### src/rtl/lfsr_run_ctrl_if.sv
// Run-control bundle between the LFSR BIST controller and its environment.
// The master side requests runs and supplies LFSR state; the slave reports.
interface lfsr_run_ctrl_if #(
    parameter int WIDTH     = 8,
    parameter int CNT_WIDTH = 16
);
    logic                 start;
    logic                 abort;
    logic [CNT_WIDTH-1:0] length;
    logic [WIDTH-1:0]     expected;
    logic [WIDTH-1:0]     lfsr_out;
    logic                 lfsr_reset;
    logic                 lfsr_enable;
    logic                 busy;
    logic                 done;
    logic                 pass;
    logic [WIDTH-1:0]     signature;

    modport master (
        output start, abort, length, expected, lfsr_out,
        input  lfsr_reset, lfsr_enable, busy, done, pass, signature
    );

    modport slave (
        input  start, abort, length, expected, lfsr_out,
        output lfsr_reset, lfsr_enable, busy, done, pass, signature
    );
endinterface

### src/rtl/lfsr_run_ctrl.sv
// Seeds an external LFSR to all ones, runs it for a latched number of
// steps while compressing its output into a signature, then compares.
module lfsr_run_ctrl #(
    parameter int               WIDTH     = 8,
    parameter int               CNT_WIDTH = 16,
    parameter logic [WIDTH-1:0] SIG_TAPS  = WIDTH'(8'b11101)
) (
    input  logic          clk,
    input  logic          reset,
    lfsr_run_ctrl_if.slave bus
);
    localparam int SW = (WIDTH > 2) ? $clog2(WIDTH) : 1;

    typedef enum logic [1:0] {
        IDLE,
        SEED,
        RUN,
        DONE
    } state_t;

    state_t               state;
    logic [CNT_WIDTH-1:0] cnt;
    logic [CNT_WIDTH-1:0] len;
    logic [SW-1:0]        seed_cnt;
    logic [WIDTH-1:0]     sig;
    logic [WIDTH-1:0]     sig_next;
    logic                 pass_q;
    logic                 seed_last;
    logic                 run_last;

    assign sig_next = {sig[WIDTH-2:0], 1'b0}
                    ^ (sig[WIDTH-1] ? SIG_TAPS : '0)
                    ^ bus.lfsr_out;

    assign seed_last = (seed_cnt == SW'(WIDTH - 1));
    // Counting to len-1 keeps the maximum length from wrapping the counter.
    assign run_last  = (cnt == len - CNT_WIDTH'(1));

    always_ff @(posedge clk or negedge reset) begin
        if (!reset) begin
            state    <= IDLE;
            cnt      <= '0;
            len      <= '0;
            seed_cnt <= '0;
            sig      <= '0;
            pass_q   <= 1'b0;
        end else begin
            unique case (state)
                IDLE: begin
                    if (bus.start && (|bus.length)) begin
                        len      <= bus.length;
                        sig      <= '0;
                        pass_q   <= 1'b0;
                        cnt      <= '0;
                        seed_cnt <= '0;
                        state    <= SEED;
                    end
                end
                SEED: begin
                    if (bus.abort) begin
                        pass_q <= 1'b0;
                        state  <= IDLE;
                    end else if (seed_last) begin
                        cnt   <= '0;
                        state <= RUN;
                    end else begin
                        seed_cnt <= seed_cnt + SW'(1);
                    end
                end
                RUN: begin
                    if (bus.abort) begin
                        pass_q <= 1'b0;
                        state  <= IDLE;
                    end else begin
                        sig <= sig_next;
                        if (run_last) begin
                            state <= DONE;
                        end else begin
                            cnt <= cnt + CNT_WIDTH'(1);
                        end
                    end
                end
                DONE: begin
                    pass_q <= (sig == bus.expected);
                    state  <= IDLE;
                end
            endcase
        end
    end

    assign bus.lfsr_reset  = (state == SEED);
    assign bus.lfsr_enable = (state == RUN);
    assign bus.busy        = (state == SEED) || (state == RUN);
    assign bus.done        = (state == DONE);
    assign bus.pass        = pass_q;
    assign bus.signature   = sig;
endmodule
### src/flat_wrapper.sv
// flat-port wrapper written by rule: the top's interface ports become plain ports
module lfsr_run_ctrl_flat 
#(
    parameter int               WIDTH     = 8,
    parameter int               CNT_WIDTH = 16,
    parameter logic [WIDTH-1:0] SIG_TAPS  = WIDTH'(8'b11101)
)
  (clk, reset, bus_start, bus_abort, bus_length, bus_expected, bus_lfsr_out, bus_lfsr_reset, bus_lfsr_enable, bus_busy, bus_done, bus_pass, bus_signature);
  lfsr_run_ctrl_if #(.WIDTH(WIDTH), .CNT_WIDTH(CNT_WIDTH)) bus_i ();
  input  logic clk;
  input  logic reset;
  input wire logic [$bits(bus_i.start)-1:0] bus_start;
  input wire logic [$bits(bus_i.abort)-1:0] bus_abort;
  input wire logic [$bits(bus_i.length)-1:0] bus_length;
  input wire logic [$bits(bus_i.expected)-1:0] bus_expected;
  input wire logic [$bits(bus_i.lfsr_out)-1:0] bus_lfsr_out;
  output wire logic [$bits(bus_i.lfsr_reset)-1:0] bus_lfsr_reset;
  output wire logic [$bits(bus_i.lfsr_enable)-1:0] bus_lfsr_enable;
  output wire logic [$bits(bus_i.busy)-1:0] bus_busy;
  output wire logic [$bits(bus_i.done)-1:0] bus_done;
  output wire logic [$bits(bus_i.pass)-1:0] bus_pass;
  output wire logic [$bits(bus_i.signature)-1:0] bus_signature;
  assign bus_i.start = bus_start;
  assign bus_i.abort = bus_abort;
  assign bus_i.length = bus_length;
  assign bus_i.expected = bus_expected;
  assign bus_i.lfsr_out = bus_lfsr_out;
  assign bus_lfsr_reset = bus_i.lfsr_reset;
  assign bus_lfsr_enable = bus_i.lfsr_enable;
  assign bus_busy = bus_i.busy;
  assign bus_done = bus_i.done;
  assign bus_pass = bus_i.pass;
  assign bus_signature = bus_i.signature;
  lfsr_run_ctrl #(.WIDTH(WIDTH), .CNT_WIDTH(CNT_WIDTH), .SIG_TAPS(SIG_TAPS)) u_core (.clk(clk), .reset(reset), .bus(bus_i));
endmodule
### config.mk
export PLATFORM = sky130hd
export DESIGN_NAME = lfsr_run_ctrl_flat
export DESIGN_NICKNAME = d
export VERILOG_FILES = /design/src/rtl/lfsr_run_ctrl_if.sv /design/src/rtl/lfsr_run_ctrl.sv /design/src/flat_wrapper.sv
export SDC_FILE = /design/constraint.sdc
export NUM_CORES = 1
export LEC_CHECK = 0
export ABC_AREA = 1
export BUFFER_PORTS_ARGS = -buffer_cell sky130_fd_sc_hd__buf_2
export CAP_MARGIN = 0
export CORE_MARGIN = 3
export CORE_UTILIZATION = 30
export DETAILED_ROUTE_END_ITERATION = 10
export PLACE_DENSITY = 0.54
export SLEW_MARGIN = 0
export SYNTH_ARGS = -nofsm -noshare
export SYNTH_HDL_FRONTEND = slang
export SYNTH_SLANG_ARGS = --single-unit
### constraint.sdc
create_clock -name clk -period 4.4 [get_ports clk]
set_clock_uncertainty 0.15 [all_clocks]
set_input_delay 0.66 -clock clk [delete_from_list [all_inputs] [get_ports clk]]
set_output_delay 0.66 -clock clk [all_outputs]
set_load 0.01 [all_outputs]
## Word level (Yosys, flattened, before mapping)

Cells that the tools add are included.

- Bitwise operators: 2
- $add $sub $neg: 3
- Multiplexer cells: 23
- Eq/ne operators: 15
- Reductions and logical operators: 14

Operator list:

| kind | number |
|---|---|
| $mux W16 | 5 |
| $pmux W16 S3 | 1 |
| $add A16 B1 Y16 const B | 1 |
| $eq A16 B16 Y1 | 1 |
| $mux W8 | 2 |
| $pmux W8 S2 | 1 |
| $reduce_or A16 Y1 | 1 |
| $sub A16 B1 Y16 const B | 1 |
| $xor A8 B8 Y8 | 2 |
| $mux W2 | 5 |
| $mux W3 | 3 |
| $eq A8 B8 Y1 | 1 |
| $ne A2 B2 Y1 const B | 4 |
| $pmux W2 S4 | 1 |
| $ne A2 B1 Y1 const B | 3 |
| $ne A3 B2 Y1 const B | 2 |
| $pmux W3 S2 | 1 |
| $reduce_and A3 Y1 | 2 |
| $reduce_and A6 Y1 | 1 |
| $mux W5 | 1 |
| $eq A2 B2 Y1 const B | 2 |
| $reduce_and A2 Y1 | 2 |
| $reduce_and A4 Y1 | 1 |
| $reduce_bool A2 Y1 | 2 |
| other kinds (10) | 11 |

- Output and inout bits: 13
- Bits in registers: 46
- Bits of input ports: 36
- Logic and storage cells: 63

## Logic depth before layout (Yosys ltp)

Gate-level depths: netlist of run 1.

- Word-level depth: 5
- Depth in mapped cells: 17
- Mapped depth without buffers: 17

## Worst setup path after synthesis of run 1

OpenSTA, ideal clock, no wires.

- Kind: flip-flop to flip-flop
- Start point: reg u_core.state[0]
- End point: reg u_core.cnt[2]
- Slack: 2.218 ns
- Buffers on the path: 2
- Data required time: 4.132 ns
- Setup time: 0.118 ns
- Period minus slack after synthesis: 2.182 ns
- Arrival: 1.914 ns
- Stages on the path, launching flop included: 11
- Path through: dfrtp_1 inv_1 ha_1 buf_2 nor2_1 nor2_1 nor3_4 nand2_2 buf_2 nand3_1 nand2_1

- Longest elaborated chain between the ends: 3
- Elaborated cells on any way between the ends: 11
- Classes of those cells: eq/ne: 7; mux: 1; reduce/logical: 3

RTL lines:

| item | line | text |
|---|---|---|
| start: declaration | lfsr_run_ctrl.sv:21 | `state_t state;` |
| start signal: assignment | lfsr_run_ctrl.sv:41 | `state <= IDLE;` |
| start signal: assignment | lfsr_run_ctrl.sv:56 | `state <= SEED;` |
| start signal: assignment | lfsr_run_ctrl.sv:62 | `state <= IDLE;` |
| $eq A2 B2 Y1 * | -- |  |
| net bus_lfsr_enable | flat_wrapper.sv:18 | `output wire logic [$bits(bus_i.lfsr_enable)-1:0] bus_lfsr_enable;` |
| $ne A2 B2 Y1 (no line) or $reduce_bool A3 Y1 (tied branches) | -- |  |
| $reduce_and A6 Y1 (no line) | -- |  |
| end signal: assignment | lfsr_run_ctrl.sv:79 | `cnt <= cnt + CNT_WIDTH'(1);` |
| end: declaration | lfsr_run_ctrl.sv:22 | `logic [CNT_WIDTH-1:0] cnt;` |

Mark *: on every way through the listed nets, which the timed path passes. The rest lies on a longest branch.
A chain may end at the register's enable or synchronous reset.

## Worst setup path after layout of run 1

- Start point: reg u_core.state[0]
- End point: reg u_core.sig[4], in the netlist u_core.bus.signature[4]

- Longest elaborated chain between the ends: 3
- Elaborated cells on any way between the ends: 7
- Classes of those cells: eq/ne: 3; mux: 1; reduce/logical: 3

RTL lines:

| item | line | text |
|---|---|---|
| $eq A2 B2 Y1 or $logic_not A2 Y1 (tied branches) | lfsr_run_ctrl.sv:48 | `unique case (state)` |
| $ne A2 B2 Y1 (no line), or another cell as far along | -- |  |
| $reduce_and A3 Y1 (no line) | -- |  |
| end signal: assignment | lfsr_run_ctrl.sv:75 | `sig <= sig_next;` |
| end: declaration | lfsr_run_ctrl.sv:25 | `logic [WIDTH-1:0] sig;` |

Several ways; a longest one is shown, not always the timed one.

==> flow_summary.yaml, run 1 <==
sta:
  drv_slew: 0
  fin_setup_tns_ns: 0
  period_needed_ns: 3.10
  rsz0062_at_grt: "no"
  fin_crit_sh_pct: 70.5
  fmax_mhz: 322
  slew-limit-headroom_pct: 29.8
  tightest_slew_ns: 1.05
  setup_viol: 0
  hold_violations: 0
clocking:
  clockBufferDepth: 2
  root_buffer: "clkbuf_8"
  path_clk_slew_ns: 0.10
  tritoncts: "done"
  cts_resized: 0
  numCtsBuffers: 5
  clock_latency_ns: 0.31
  cts_hold_buf: 0
  postCtsSetupBuffers: 0
  numClockSinks: 46
  htreeDepth: 2
critical_path:
  path_class: "flip-flop to flip-flop"
  worstPathMaxFanout: 19
  crit_arrival_ns: 3.16
  cp.required_ns: 4.46
  endpoint_kind: "flip-flop"
  critPathLaunchType: "flip-flop"
  rr_worst_depth: 8
worst_hold_path:
  holdCritPathClass: "flip-flop to flip-flop"
  hold_depth: 1
place:
  hpwlAfterDp_mm: 6.18
  io_buffers: 48
  gp_congestion: 0.826
  place_area_um2: 3650
yosys:
  yosys.area.top_type_share_pct: 34.8
  avgSynthCellArea_um2: 7.09
  synth_fp_nets: 511
  yosysTopAreaCell: "dfrtp_1"
  synthCells: 467
  async_flop_share_pct: 100
  synth_edf_count: 0
  yosysSeqAreaShare_pct: 34.8
  synth_area_um2: 3310
  ys_warn_count: 0
  synth.ff_latch_count: 46
  synth-main-ff-cell: "dfrtp_1"
  ys_top_cells_by_area: "dfrtp_1, nand2_1, inv_1"
  ys_types: 32
global_routing:
  grt_util_met3_pct: 2.78
  grt_max_degree: 47
  grt_usage_pct: 13.4
  met1_usage_pct: 18.1
  grt_pass1_vias: 3043
  antenna_found_initial: 0
  grt_use_met2_pct: 22.2
  busiest_layer: "met2"
  overflow: 0
  grt_pass1_wl_mm: 14.1
cells_and_area:
  areaGrowthSynthToFinish_pct: 13.0
  nNetsFinal: 553
  diodes: 0
  nFillCells: 1106
  fin_area_um2: 3740
  drive_gt1_share_pct: 15.1
  multi_input_area_um2: 1860
  seq_area_um2: 1150
power_and_ir_drop:
  max-vdd-ir-drop_uv: 330
  power.leakage_nw: 1.92
  powerDensity_nw_per_um2: 530
detailed_routing:
  wl_per_cell_um: 12.5
  via_per_inst: 4.72
  drt-initial-drc-count: 144
  routed_wl_mm: 8.05
  ant_nets: 0
  drcViolationCount: 0
  first_pass_iters: 4
  vias: 3052
die:
  start_util_pct: 31.5
  die_w_um: 111
  coreArea_um2: 10500
  fp-row-count: 37
  pin_count: 49
  dieArea_um2: 12300
  chipHeight_um: 111
outcome:
  status: "completed"
job:
  cap_viol_max_count: 0
[routing by layer]
layer	part of all wire [%]	up-vias
met1	49	1409
li1	-	1587
met3	3.9	4
met4	0.52	0
met2	46	52
met5	0	-
[cell type report]
class / instances / area share (%)
clock inverters: 3 / 0.568
well taps: 136 / 4.55
inverters: 60 / 6.02
multi-input cells: 347 / 49.6
clock buffers: 5 / 1.84
flip-flops and latches: 46 / 30.8
repair buffers: 49 / 6.62
[where the power goes]
group / internal (mW) / total (mW) / leakage, nW / switching [mW]
combinational: 0.357 / 1.04 / 1.27 / 0.680
sequential: 0.540 / 0.672 / 0.607 / 0.133
clock: 0.112 / 0.275 / 0.0441 / 0.163
total: 1.01 / 1.98 / 1.92 / 0.975
[flip-flops by register name, indices dropped and copies added (netlist names)]
| signal | count |
|---|---|
| u_core.bus.signature | 8 |
| u_core.bus.pass | 1 |
| u_core.len | 16 |
| u_core.seed_cnt | 3 |
| u_core.cnt | 16 |
| u_core.state | 2 |
[stage by stage]
step	setup slack, ns	power (mW)	util [%]	hold WS, ns	std cells
6_report	1.30	1.98	35.6	0.351	646
5_1_grt	0.845	2.20	35.6	0.383	646
4_1_cts	1.28	2.00	35.6	0.359	646
3_5_place_dp	1.25	1.72	34.8	0.328	638
3_3_place_gp	1.45	1.71	34.8	0.318	638
2_1_floorplan	2.22	1.49	-	0.214	467
[worst max-delay path, cell delays in order (launching register included)]
cell	delay (ns)
dfrtp_1	0.42
inv_1	0.09
ha_1	0.60
inv_1	0.36
nor2_1	0.20
inv_1	0.07
a21oi_1	0.73
o21ai_0	0.21
o21a_1	0.16
[synthesized netlist by cell type (2+ instances only)]
library cell / number
nor3_1: 7
o22ai_1: 2
buf_2: 4
ha_1: 8
o21a_1: 2
o211ai_1: 5
clkbuf_2: 2
dfrtp_1: 46
nand2_1: 119
xor2_1: 21
buf_1: 2
nand3_1: 42
xnor2_1: 13
nand4_1: 19
inv_1: 59
nand3b_1: 4
clkbuf_1: 5
mux2_2: 2
nor2_1: 45
a21oi_1: 10
nand2_2: 4
nor2_2: 6
o21ai_0: 29
nor2_4: 3
[path summary, 6_finish.rpt]
kind | from | end | slack, ns
min in group asynchronous | reset | u_core.len[2]$_DFFE_PN0P_ | 0.38
setup reg to reg | u_core.state[0]$_DFFE_PN0P_ | u_core.bus.signature[4]$_DFFE_PN0P_ | 1.30
max in group asynchronous | reset | u_core.cnt[12]$_DFFE_PN0P_ | 3.07
hold reg to reg | u_core.bus.pass$_DFFE_PN0P_ | u_core.bus.pass$_DFFE_PN0P_ | 0.35
hold / removal | u_core.bus.pass$_DFFE_PN0P_ | u_core.bus.pass$_DFFE_PN0P_ | 0.35
setup / recovery | u_core.state[0]$_DFFE_PN0P_ | u_core.bus.signature[4]$_DFFE_PN0P_ | 1.30
[cell families after synthesis]
logic type | share of synthesized area [%]
xor+xnor | 8.99
mux | 0.680
flops | 34.8
simple gates | 35.0
fa+ha+maj | 3.02
buf+inv | 9.11
compound gates | 8.39
[layout by cell type (no fill, tap or decap), types with 2 or more instances in the layout]
master | synthesis | layout
buf_2 | 4 | 48
o21ai_0 | 29 | 29
nand2_1 | 119 | 119
nand2_2 | 4 | 4
xor2_1 | 21 | 21
o22ai_1 | 2 | 2
o211ai_1 | 5 | 5
nor3_1 | 7 | 7
nand4_1 | 19 | 19
nor2_1 | 45 | 45
mux2_2 | 2 | 2
nand3b_1 | 4 | 4
nor2_4 | 3 | 3
o21a_1 | 2 | 2
ha_1 | 8 | 8
nand3_1 | 42 | 42
clkbuf_8 | 0 | 5
inv_1 | 59 | 59
nor2_2 | 6 | 6
xnor2_1 | 13 | 13
a21oi_1 | 10 | 10
dfrtp_1 | 46 | 46
Power figures use the tool's default switching activity.
==> inputs of run 2 (changes only) <==
ABC_AREA = 0   (was 1)
clock period = 2.95 ns   (was 4.4 ns; I/O delays follow)
==> flow_summary.yaml, run 2 <==
critical_path:
  endpoint_kind: "flip-flop"
  crit_path_start: "u_core.len[3]$_DFFE_PN0P_"
  worstPathMaxFanout: 8
  rr_endpoint: "u_core.cnt[0]$_DFFE_PN0P_"
  crit_arrival_ns: 3.09
  cp.required_ns: 2.99
  critPathLaunchType: "flip-flop"
  rr_worst_depth: 7
  rrSetupSlack_ns: -0.1
  path_class: "flip-flop to flip-flop"
  r2r_start: "u_core.len[3]$_DFFE_PN0P_"
global_routing:
  busiest_layer: "met2"
  antenna_found_initial: 0
  grt_pass1_wl_mm: 14.3
  overflow: 0
  met1_usage_pct: 20.3
  grt_pass1_vias: 2857
  grt_max_degree: 37
  grt_util_met3_pct: 3.03
  grt_use_met2_pct: 23.8
  grt_usage_pct: 14.7
yosys:
  synth_area_um2: 3240
  async_flop_share_pct: 100
  ys_warn_count: 0
  synthSimpleGateAreaFrac_pct: 23.3
  yosysTopAreaCell: "dfrtp_1"
  synthCells: 359
  yosysMostFrequentCell: "dfrtp_1"
  yosys.area.top_type_share_pct: 35.5
  ys_types: 57
  muxShareOfSynthArea_pct: 7.45
  ys_top_cells_by_area: "dfrtp_1, xnor2_1, mux2_2"
  synth.ff_latch_count: 46
  synth-adder-area-share_pct: 3.09
  synth_compound_area_share_pct: 14.6
  synth_fp_nets: 403
  avgSynthCellArea_um2: 9.03
  synth-main-ff-cell: "dfrtp_1"
  synth.top_cells.by_count: "dfrtp_1, xnor2_1, nand2_1, nand3_1, inv_1"
  synth_top_family_by_area: "simple AND/OR/NAND/NOR gates"
  synth_xor_xnor_area_share_pct: 11.0
  synth_edf_count: 0
  yosysSeqAreaShare_pct: 35.5
die:
  die_w_um: 110
  dieArea_um2: 12100
  chipHeight_um: 110
  start_util_pct: 31.1
  fp-row-count: 37
  coreArea_um2: 10400
  pin_count: 49
cells_and_area:
  nFillCells: 1008
  final_cell_mix: "buf_2, dfrtp_1, buf_4"
  drive_gt1_share_pct: 32.9
  fin_util_pct: 40.0
  areaGrowthSynthToFinish_pct: 28.6
  mostFrequentLayoutCell: "buf_2"
  nNetsFinal: 477
  diodes: 0
clocking:
  clock_latency_ns: 0.30
  clockBufferDepth: 2
  path_clk_slew_ns: 0.09
  numCtsBuffers: 5
  root_buffer: "clkbuf_8"
  numClockSinks: 46
  tritoncts: "done"
  htreeDepth: 2
detailed_routing:
  vias: 2967
  wl_per_cell_um: 15.3
  drcViolationCount: 0
  drt-initial-drc-count: 108
  first_pass_iters: 4
  routed_wl_mm: 8.73
  ant_nets: 0
  via_per_inst: 5.21
worst_hold_path:
  holdCritPathClass: "primary input to flip-flop"
  hold_depth: 2
  holdPathEnd: "u_core.len[4]$_DFFE_PN0P_"
  hp-start: "bus_length[4]"
sta:
  rsz0062_at_grt: "yes"
  drv_slew: 0
  period_needed_ns: 3.05
  tightest_slew_ns: 0.460
  fmax_mhz: 328
  fin_crit_sh_pct: 103
  layout_setup_ws_ns: -0.0980
  slew-limit-headroom_pct: 69.1
  hold_violations: 0
  fin_setup_tns_ns: -0.454
  setup_viol: 11
power_and_ir_drop:
  max-vdd-ir-drop_uv: 389
  power.leakage_nw: 1.81
  powerDensity_nw_per_um2: 639
outcome:
  violations: "negative setup slack"
  status: "complete, but fails checks"
job:
  cap_viol_max_count: 0
place:
  hpwlAfterDp_mm: 6.40
  gp_congestion: 0.857
  io_buffers: 48
## run 2: changes by cell type after synthesis, moves of 14 or more
cell	change
clkbuf_1	+14
nand2_1	-97
inv_1	-39
nand3_1	-20
mux2_2	+15
nor2_1	-30
## run 2: layout make-up
class | instances | area (um2) | area share [%]
Clock inverter | 1 | 5.00 | 0.120
Clock buffer | 7 | 86.3 | 2.07
Inverter | 20 | 75.1 | 1.80
Tap cell | 136 | 170 | 4.08
Sequential cell | 46 | 1150 | 27.6
Multi-Input combinational cell | 270 | 2090 | 50.1
Timing Repair Buffer | 90 | 594 | 14.3
## run 2: worst max-delay path by stage
stage	to	slack, ns
6_report	u_core.cnt[0]$_DFFE_PN0P_	-0.1
5_1_grt	u_core.cnt[7]$_DFFE_PN0P_	-0.18
4_1_cts	u_core.cnt[0]$_DFFE_PN0P_	-0.09
3_5_place_dp	u_core.cnt[3]$_DFFE_PN0P_	-0.27
3_3_place_gp	u_core.cnt[3]$_DFFE_PN0P_	-0.22
2_1_floorplan	u_core.cnt[2]$_DFFE_PN0P_	-0.004
## run 2: routing by layer
| metal | up-vias | part of all wire [%] |
|---|---|---|
| li1 | 1456 | - |
| met1 | 1426 | 48 |
| met3 | 2 | 5.6 |
| met4 | 0 | 0.26 |
| met2 | 83 | 46 |
| met5 | - | 0 |
## run 2: critical path, cell delays in order (launching register included)
cell and delay (ns):
dfrtp_1 0.39, or4_4 0.57, or4_4 0.55, or3b_4 0.41, o211ai_4 0.10, nand4b_4 0.24
mux2_4 0.35, a22o_1 0.17
## run 2: report_power, final
group          total [mW]  leakage [nW]  switching (mW)  internal (mW)
sequential          0.868         0.603           0.103          0.765
clock               0.414        0.0482           0.224          0.190
combinational        1.38          1.16           0.715          0.667
## run 2: repair_timing
| action | 4_1_cts | 5_1_grt |
|---|---|---|
| pin swaps | 6 | 11 |
| endpoints found under the hold margin | 18 | 0 |
| resized for setup | 13 | 20 |
| setup buffers | 1 | 2 |
| hold buffers | 1 | 0 |
| setup endpoints to repair | 18 | 18 |
## run 2: per-stage QoR
stage / setup slack [ns] / cell area [um2] / hold slack (ns) / total power [mW] / cells
6_report: -0.0980 / 4170 / 0.228 / 2.66 / 570
5_1_grt: -0.182 / 4170 / 0.223 / 2.86 / 570
4_1_cts: -0.0915 / 4040 / 0.228 / 2.62 / 568
3_5_place_dp: -0.270 / 3880 / 0.278 / 2.17 / 558
3_3_place_gp: -0.216 / 3880 / 0.278 / 2.15 / 558
2_1_floorplan: -0.00353 / 3260 / -0.00309 / 1.69 / 359
## run 2: cell families after synthesis
group	count (synthesis)
AND/OR/NAND/NOR	130
XOR/XNOR	39
buffers and inverters	43
adder cells (fa/ha/maj)	8
AO/OA/AOI/OAI	71
flip-flops	46
multiplexers	22
==> inputs of run 3 (changes only) <==
--- a/config.mk
+++ b/config.mk
@@ -9,8 +9,11 @@
 export BUFFER_PORTS_ARGS = -buffer_cell sky130_fd_sc_hd__buf_2
 export CAP_MARGIN = 0
+export CELL_PAD_IN_SITES_DETAIL_PLACEMENT = 1
+export CELL_PAD_IN_SITES_GLOBAL_PLACEMENT = 2
 export CORE_MARGIN = 3
 export CORE_UTILIZATION = 30
 export DETAILED_ROUTE_END_ITERATION = 10
-export PLACE_DENSITY = 0.54
+export GPL_ROUTABILITY_DRIVEN = 0
+export PLACE_DENSITY = 0.77
 export SLEW_MARGIN = 0
 export SYNTH_ARGS = -nofsm -noshare
==> constraint.sdc (replaced) <==
create_clock -name clk -period 2.95 [get_ports clk]
set_clock_uncertainty 0.15 [all_clocks]
set_input_delay 0.1475 -clock clk [delete_from_list [all_inputs] [get_ports clk]]
set_output_delay 0.1475 -clock clk [all_outputs]
set_load 0.01 [all_outputs]
==> flow_summary.yaml, run 3 (same netlist as run 2, synthesis figures left out) <==
outcome:
  status: "complete, but fails checks"
  violations: "negative hold slack, negative setup slack"
power_and_ir_drop:
  power.leakage_nw: 1.85
  powerDensity_nw_per_um2: 655
  max-vdd-ir-drop_uv: 279
  power_mw: 2.75
clocking:
  numClockSinks: 46
  clock_latency_ns: 0.32
  path_clk_slew_ns: 0.10
  root_buffer: "clkbuf_8"
  tritoncts: "done"
  numCtsBuffers: 5
  htreeDepth: 2
  clockBufferDepth: 2
sta:
  fmax_mhz: 330
  layout_setup_ws_ns: -0.0774
  setup_viol: 9
  period_needed_ns: 3.03
  rsz0062_at_grt: "yes"
  fin_setup_tns_ns: -0.333
  holdWs_ns: -0.00578
  tightest_slew_ns: 1.10
  hold_violations: 1
  drv_slew: 0
  fin_crit_sh_pct: 103
  slew-limit-headroom_pct: 26.5
detailed_routing:
  drcViolationCount: 0
  via_per_inst: 5.37
  drt-initial-drc-count: 106
  vias: 3126
  ant_nets: 0
  routed_wl_mm: 9.92
  first_pass_iters: 4
  wl_per_cell_um: 17.0
global_routing:
  overflow: 0
  grt_usage_pct: 17.3
  grt_max_degree: 47
  grt_util_met3_pct: 2.56
  grt_use_met2_pct: 30.5
  met1_usage_pct: 22.2
  antenna_found_initial: 0
  grt_pass1_vias: 3345
  grt_pass1_wl_mm: 16.6
  busiest_layer: "met2"
critical_path:
  crit_arrival_ns: 3.09
  rr_worst_depth: 7
  path_class: "flip-flop to flip-flop"
  crit_path_start: "u_core.len[7]$_DFFE_PN0P_"
  rr_endpoint: "u_core.cnt[3]$_DFFE_PN0P_"
  r2r_start: "u_core.len[7]$_DFFE_PN0P_"
  crit_slowest_cell: "or4_4"
  worstPathMaxFanout: 5
  cp_cell_sequence: "or4_4, or4_4, or3b_1, o211ai_2, and4b_2, nor2_2, a221o_1"
  critPathLaunchType: "flip-flop"
  rrSetupSlack_ns: -0.08
  endpoint_kind: "flip-flop"
  cp.required_ns: 3.01
  cpPeakStageDelay_ns: 0.54
  worst_path_most_repeated_cell: "or4_4"
die:
  dieArea_um2: 12100
  start_util_pct: 31.1
  coreArea_um2: 10400
  pin_count: 49
  die_w_um: 110
  chipHeight_um: 110
  fp-row-count: 37
cells_and_area:
  nNetsFinal: 489
  nFillCells: 1224
  areaGrowthSynthToFinish_pct: 29.4
  final_cell_mix: "buf_2, dfrtp_1, buf_4"
  drive_gt1_share_pct: 28.3
  fin_area_um2: 4200
  mostFrequentLayoutCell: "buf_2"
  diodes: 0
job:
  cap_viol_max_count: 0
worst_hold_path:
  hold_depth: 4
  holdCritPathClass: "primary input to flip-flop"
  holdPathEnd: "u_core.bus.signature[0]$_DFFE_PN0P_"
  hp-start: "bus_lfsr_out[0]"
place:
  pre_cts_ws_ns: -0.294
  hpwlAfterDp_mm: 7.15
  place_area_um2: 3830
  io_buffers: 48
-- run 3: through the flow --
step                      util (%)  std cells
after global placement        36.7        553
after global routing          40.3        582
after detailed placement      36.7        553
after CTS                     39.9        581
after floorplan                  -        359
final                         40.3        582
-- run 3: metal layers --
layer  share of wire, %  vias to the layer above
met2                 50                       65
met4               0.93                        0
met3                3.6                       11
li1                   -                     1468
met1                 46                     1582
met5                  0                        -
-- run 3: worst max-delay path, delay by kind of cell, from the launching register on --
family | cells | cell delay (ns)
AO/OA/AOI/OAI | 2 | 0.41
flip-flops | 1 | 0.40
AND/OR/NAND/NOR | 5 | 1.95
-- run 3: final cells by class --
| cell class | instances | area [um2] | area share (%) |
|---|---|---|---|
| clock inverter | 3 | 45.0 | 1.07 |
| clock buffer | 5 | 68.8 | 1.64 |
| sequential | 46 | 1150 | 27.4 |
| inverter | 20 | 75.1 | 1.79 |
| multi-input combinational | 270 | 1970 | 47.0 |
| tap | 136 | 170 | 4.06 |
| timing repair buffer | 102 | 714 | 17.0 |
-- run 3: power breakdown --
group / internal [mW] / total (mW) / switching [mW]
sequential: 0.765 / 0.876 / 0.111
combinational: 0.660 / 1.36 / 0.704
clock: 0.253 / 0.507 / 0.254
-- run 3: how the worst max path moves through the flow --
stage | to | slack (ns) | cells after the start
floorplan | u_core.cnt[2]$_DFFE_PN0P_ | -0.004 | 8
global route | u_core.cnt[12]$_DFFE_PN0P_ | -0.19 | 8
global placement | u_core.cnt[3]$_DFFE_PN0P_ | -0.08 | 7
detailed placement | u_core.cnt[3]$_DFFE_PN0P_ | -0.29 | 7
finish | u_core.cnt[3]$_DFFE_PN0P_ | -0.08 | 7
CTS | u_core.cnt[6]$_DFFE_PN0P_ | -0.07 | 9
-- run 3: timing repair --
| item | CTS | global route |
|---|---|---|
| setup buffers | 2 | 1 |
| cloned | 0 | 0 |
| gates resized for setup | 5 | 7 |
| hold buffers | 18 | 0 |
| hold endpoints to repair | 63 | 0 |
| pin swaps | 0 | 5 |
| setup endpoints to repair | 18 | 18 |
